**config.mk**
```make
export PLATFORM = sky130hd
export DESIGN_NAME = fetch_decode_queue
export DESIGN_NICKNAME = d
export VERILOG_FILES = /design/src/rtl/fetch_decode_queue.sv
export SDC_FILE = /design/constraint.sdc
export NUM_CORES = 1
export LEC_CHECK = 0
export ABC_AREA = 1
export ABC_CLOCK_PERIOD_IN_PS = 10100
export CAP_MARGIN = 20
export CORE_UTILIZATION = 60
export DETAILED_ROUTE_END_ITERATION = 6
export DONT_BUFFER_PORTS = 1
export GPL_TIMING_DRIVEN = 0
export PLACE_DENSITY = 0.76
export SYNTH_ARGS = -nofsm -noshare
export SYNTH_HDL_FRONTEND = slang
export SYNTH_SLANG_ARGS = --single-unit
```
**constraint.sdc**
```tcl
create_clock -name clk -period 10.1 [get_ports clk]
set_input_delay 1.01 -clock clk [delete_from_list [all_inputs] [get_ports clk]]
set_output_delay 1.01 -clock clk [all_outputs]
set_load 0.005 [all_outputs]
```
**src/rtl/fetch_decode_queue.sv**
```systemverilog
// -----------------------------------------------------------------------------
// fetch_decode_queue
//
// First-word-fall-through queue of (PC, instruction) pairs sitting between the
// instruction-fetch and decode stages. Absorbs decode stalls, freezes fetch
// when full and drops everything on a taken branch.
//
// Ports:
//   clk             rising-edge clock
//   reset           synchronous, active-high reset (priority over everything)
//   in_valid        fetch presents a pair this cycle
//   in_pc           PC of the fetched instruction
//   in_instruction  fetched instruction word
//   freeze_fetch    queue full; fetch must hold its current pair
//   flush           taken branch; discard all entries
//   out_ready       decode consumes the head entry this cycle
//   out_valid       head entry is valid
//   out_pc          head entry PC (0 when empty)
//   out_instruction head entry instruction (0 when empty)
//   count           occupancy, 0..DEPTH
//   flush_drops     saturating count of entries discarded by flushes
//
// Build option:
//   FDQ_FLUSH_STATS_EN  when defined, flush_drops is a 16-bit saturating
//                       counter; otherwise it is tied to zero.
// -----------------------------------------------------------------------------
module fetch_decode_queue #(
    parameter int DATA_WIDTH = 32,
    parameter int DEPTH      = 4,
    parameter int CNT_WIDTH  = 3
) (
    input  logic                  clk,
    input  logic                  reset,
    input  logic                  in_valid,
    input  logic [DATA_WIDTH-1:0] in_pc,
    input  logic [DATA_WIDTH-1:0] in_instruction,
    output logic                  freeze_fetch,
    input  logic                  flush,
    input  logic                  out_ready,
    output logic                  out_valid,
    output logic [DATA_WIDTH-1:0] out_pc,
    output logic [DATA_WIDTH-1:0] out_instruction,
    output logic [CNT_WIDTH-1:0]  count,
    output logic [15:0]           flush_drops
);

    localparam int                   PTR_WIDTH  = $clog2(DEPTH);
    localparam logic [CNT_WIDTH-1:0] FULL_COUNT = CNT_WIDTH'(DEPTH);

    logic [DATA_WIDTH-1:0] pc_mem_q    [DEPTH];
    logic [DATA_WIDTH-1:0] instr_mem_q [DEPTH];

    logic [PTR_WIDTH-1:0] rd_ptr_q, rd_ptr_d;
    logic [PTR_WIDTH-1:0] wr_ptr_q, wr_ptr_d;
    logic [CNT_WIDTH-1:0] count_q, count_d;
    logic                 push;
    logic                 pop;

    // Status is decoded from registered occupancy only, so a same-cycle pop
    // never opens a slot for the push: fetch holds the pair while frozen.
    assign freeze_fetch = (count_q == FULL_COUNT);
    assign out_valid    = (count_q != '0);
    assign count        = count_q;

    assign push = in_valid && !freeze_fetch && !flush;
    assign pop  = out_ready && out_valid && !flush;

    // NOTE: every combinational output gets a default first so no latch is inferred.
    always_comb begin
        rd_ptr_d = rd_ptr_q;
        wr_ptr_d = wr_ptr_q;
        count_d  = count_q;
        if (flush) begin
            rd_ptr_d = '0;
            wr_ptr_d = '0;
            count_d  = '0;
        end else begin
            // DEPTH is a power of two, so pointer overflow is the modulo wrap.
            if (push) wr_ptr_d = wr_ptr_q + 1'b1;
            if (pop)  rd_ptr_d = rd_ptr_q + 1'b1;
            if (push && !pop) begin
                count_d = count_q + 1'b1;
            end else if (pop && !push) begin
                count_d = count_q - 1'b1;
            end
        end
    end

    // NOTE: state registers use non-blocking assignments so every flop samples pre-edge values.
    always_ff @(posedge clk) begin
        if (reset) begin
            rd_ptr_q <= '0;
            wr_ptr_q <= '0;
            count_q  <= '0;
        end else begin
            rd_ptr_q <= rd_ptr_d;
            wr_ptr_q <= wr_ptr_d;
            count_q  <= count_d;
        end
    end

    // NOTE: storage has no reset; unread slots are never observed because the output is masked by out_valid.
    always_ff @(posedge clk) begin
        if (!reset && push) begin
            pc_mem_q[wr_ptr_q]    <= in_pc;
            instr_mem_q[wr_ptr_q] <= in_instruction;
        end
    end

    assign out_pc          = out_valid ? pc_mem_q[rd_ptr_q]    : '0;
    assign out_instruction = out_valid ? instr_mem_q[rd_ptr_q] : '0;

`ifdef FDQ_FLUSH_STATS_EN
    logic [15:0] flush_drops_q, flush_drops_d;
    logic [16:0] drops_sum;

    // One extra bit catches the overflow used for saturation.
    assign drops_sum = {1'b0, flush_drops_q} + 17'(count_q);

    always_comb begin
        flush_drops_d = flush_drops_q;
        if (flush) begin
            flush_drops_d = drops_sum[16] ? 16'hFFFF : drops_sum[15:0];
        end
    end

    always_ff @(posedge clk) begin
        if (reset) begin
            flush_drops_q <= '0;
        end else begin
            flush_drops_q <= flush_drops_d;
        end
    end

    assign flush_drops = flush_drops_q;
`else
    assign flush_drops = 16'd0;
`endif

endmodule

```
==> run_results.csv <==
group,metric,value,unit
global_routing,antenna_found_initial,0,
detailed_routing,postRouteAntennaNets,0,
sta,report.final.hold_viol_count,0,
global_routing,global_route_wire_length_before_repair,32.71,mm
global_routing,grtUsageTotal,0.2401,
logic_synthesis,synth.yosys.warnings,0,
die,die_outline_area,18120,um^2
cts,cts_hold_buffers,0,
logic_synthesis,syn_area_per_cell,12.49,um^2
global_routing,overflow,0,
sta,final_critical_path_setup_slack,7.098,ns
sta,final.min_clock_period,3.002,ns
final_layout,instances_no_fill,1140,
run,cap_viol_max_count,0,
critical_path,maximum_fanout_count_along_the_critical_path,10,
sta,maxSlewHeadroom,0.4226,
placed_design,place.detailed.instances,1093,
die,floorplan.initialDensity,0.6121,
pwr,power.total,0.002218,W
min_path,worstHoldPathType,"reg2reg",
critical_path,worstPathCellList,"inv_2, buf_4, clkbuf_1, o21ai_0, a21oi_1",
die,core-area,17240,um^2
logic_synthesis,yosysTopAreaCell,"sky130_fd_sc_hd__edfxtp_1",
detailed_routing,drt_iter0_markers,429,
final_layout,antenna_cells,0,
detailed_routing,drc_errors,0,
sta,final-max-slew-violation-count,0,
die,die_w,134.6,um
detailed_routing,drt_wl_total,21.60,mm
cts,max-clock-path-buffers,3,
cts,clk_pin_slew,0.06,ns
final_layout,layout.cells.most_common,"sky130_fd_sc_hd__nor2_1",
cts,clock_tree.root_cell,"sky130_fd_sc_hd__clkbuf_16",
final_layout,layout_common_cells,"sky130_fd_sc_hd__nor2_1 (265), sky130_fd_sc_hd__edfxtp_1 (256), sky130_fd_sc_hd__o21ai_0 (118)",
die,std_cell_rows,48,
critical_path,endpoint_kind,"output port",
detailed_routing,detailedRoute.firstPassIterationCount,5,
die,boundaryPins,154,
sta,rsz0062_at_grt,"no",
pwr,power_leakage,4.096,nW
cts,cts_setup_buffers,0,
cts,post_cts_resized,0,
cts,tritoncts,"built",
logic_synthesis,synth_largest_type_area_fraction,0.7287,
logic_synthesis,synth-seq-cells,265,
sta,final.setup_skew,0.01392,ns
placed_design,post-place-ws,6.854,ns
final_layout,design_area,11910,um^2
critical_path,r2r_setup_slack,7.52,ns
cts,numCtsBuffers,26,
placed_design,place.port_buffers,0,
detailed_routing,viasPerCell,5.592,
sta,timing.setup.tns,0,ns
final_layout,design.final.nets,971,
pwr,vdd.ir_drop.worst,0.0001675,V
detailed_routing,detail_route.wl_per_cell,18.95,um
logic_synthesis,yosysUniqueCellTypes,21,
logic_synthesis,syn_inst,845,
critical_path,start_kind,"flop",
placed_design,gp_congestion,0.7491,
outcome,status,"complete, no violations",
placed_design,detailed_placement_wirelength_estimate,13.15,mm
logic_synthesis,synth_sequential_area_ratio,0.7457,
critical_path,worst_path_largest_cell_delay,0.42,ns
critical_path,critical_path_required,9.09,ns
cts,cts_sinks,265,
logic_synthesis,syn_area,10550,um^2
global_routing,grt_max_degree,30,
cts,ctsHtreeMaxLevel,1,
final_layout,area_delta_synth_final,12.87,%
pwr,power-per-cell-area,186.3,nW/um^2
sta,worst_slew_pin_slew,0.8641,ns
sta,min_period_over_period,0.2972,
sta,maxClockFrequency,333.1,MHz
logic_synthesis,synth.area.top_cells,"sky130_fd_sc_hd__edfxtp_1 (73%), sky130_fd_sc_hd__nor2_1 (9.6%), sky130_fd_sc_hd__o21ai_0 (5.6%)",
cts,insertion_delay,0.52,ns
global_routing,grt_pass1_vias,6307,
critical_path,worstSetupPathType,"reg2out",
placed_design,placedInstanceArea,11090,um^2
detailed_routing,total_number_of_vias,6375,
critical_path,crit_arrival,1.99,ns
die,die_height,134.6,um
critical_path,cp_slowest_cell,"sky130_fd_sc_hd__clkbuf_1",
final_layout,layout-drive-gt1-share,0.1082,
sta,total_of_endpoints_with_negative_setup_slack_in_the_final_report,0,
[cell usage after synthesis]
cell,number
sky130_fd_sc_hd__nor3_1,1
sky130_fd_sc_hd__o21ai_0,118
sky130_fd_sc_hd__buf_2,14
sky130_fd_sc_hd__nand3_1,4
sky130_fd_sc_hd__buf_6,11
sky130_fd_sc_hd__conb_1,1
sky130_fd_sc_hd__buf_1,3
sky130_fd_sc_hd__clkbuf_1,14
sky130_fd_sc_hd__buf_4,21
sky130_fd_sc_hd__nand2_1,16
sky130_fd_sc_hd__nand3b_1,2
sky130_fd_sc_hd__inv_2,3
sky130_fd_sc_hd__nor2_1,269
sky130_fd_sc_hd__dfxtp_1,9
sky130_fd_sc_hd__a21oi_1,70
sky130_fd_sc_hd__o21ai_1,10
sky130_fd_sc_hd__ha_1,5
sky130_fd_sc_hd__xor2_1,1
sky130_fd_sc_hd__edfxtp_1,256
sky130_fd_sc_hd__inv_1,16
sky130_fd_sc_hd__fa_1,1
[layout make-up]
type                    instances  area (um^2)
inverters                      19        71.32
fillers                      1164         5329
clock buffers                  38        747.0
repair buffers                  8        167.7
flip-flops and latches        265         7868
multi-input cells             513         2282
well taps                     225        281.5
clock inverters                 9        75.07
plain buffers                  63        415.4
[final timing paths]
kind | cells after the start | to | startpoint
worst max register to register | 6 | instr_mem_q[2][2] | count[0]
worst max-delay path | 5 | out_pc[5] | flop
worst min register to register | 2 | rd_ptr_q[1] | rd_ptr_q[1]
worst min-delay path | 2 | rd_ptr_q[1] | rd_ptr_q[1]
[metal layers]
layer  vias up  wire length (um)  track usage
met2       265             10790       0.4073
met5         -                 0            0
met1      3028              8234       0.2950
met3        44              2026      0.06794
met4         0               557      0.08926
li1       3038                 -            -
[state kept, by name, summed over array words and instances (netlist names), named ones only]
name,flops
count,3
instr_mem_q,128
pc_mem_q,128
rd_ptr_q,2
wr_ptr_q,2
[kinds of logic after synthesis]
family                   share of synthesized area
AND/OR/NAND/NOR                             0.1052
flip-flops                                  0.7457
AO/OA/AOI/OAI                              0.09393
buffers and inverters                      0.04613
adder cells (fa/ha/maj)                   0.007827
XOR/XNOR                                 0.0008303
other                                    0.0003554
[per-stage QoR]
step | hold slack (ns) | utilization
CTS | 0.5211 | 0.6908
finish | 0.5255 | 0.6908
global placement | 0.4898 | 0.6317
floorplan | 0.4674 | -
detailed placement | 0.5067 | 0.6431
global route | 0.5555 | 0.6908
[critical path, delay by kind of cell, from the launching register on]
kind | cells | cell delay, ns
compound gates | 2 | 0.45
buf+inv | 3 | 0.68
flops | 1 | 0.34
[where the power goes]
| group | switching, W | leakage [nW] | internal, W |
|---|---|---|---|
| Clock | 0.000378 | 0.403 | 0.000537 |
| Sequential | 0.00000361 | 2.38 | 0.00122 |
| Combinational | 0.0000567 | 1.31 | 0.0000241 |
(Power assumes the default switching activity.)
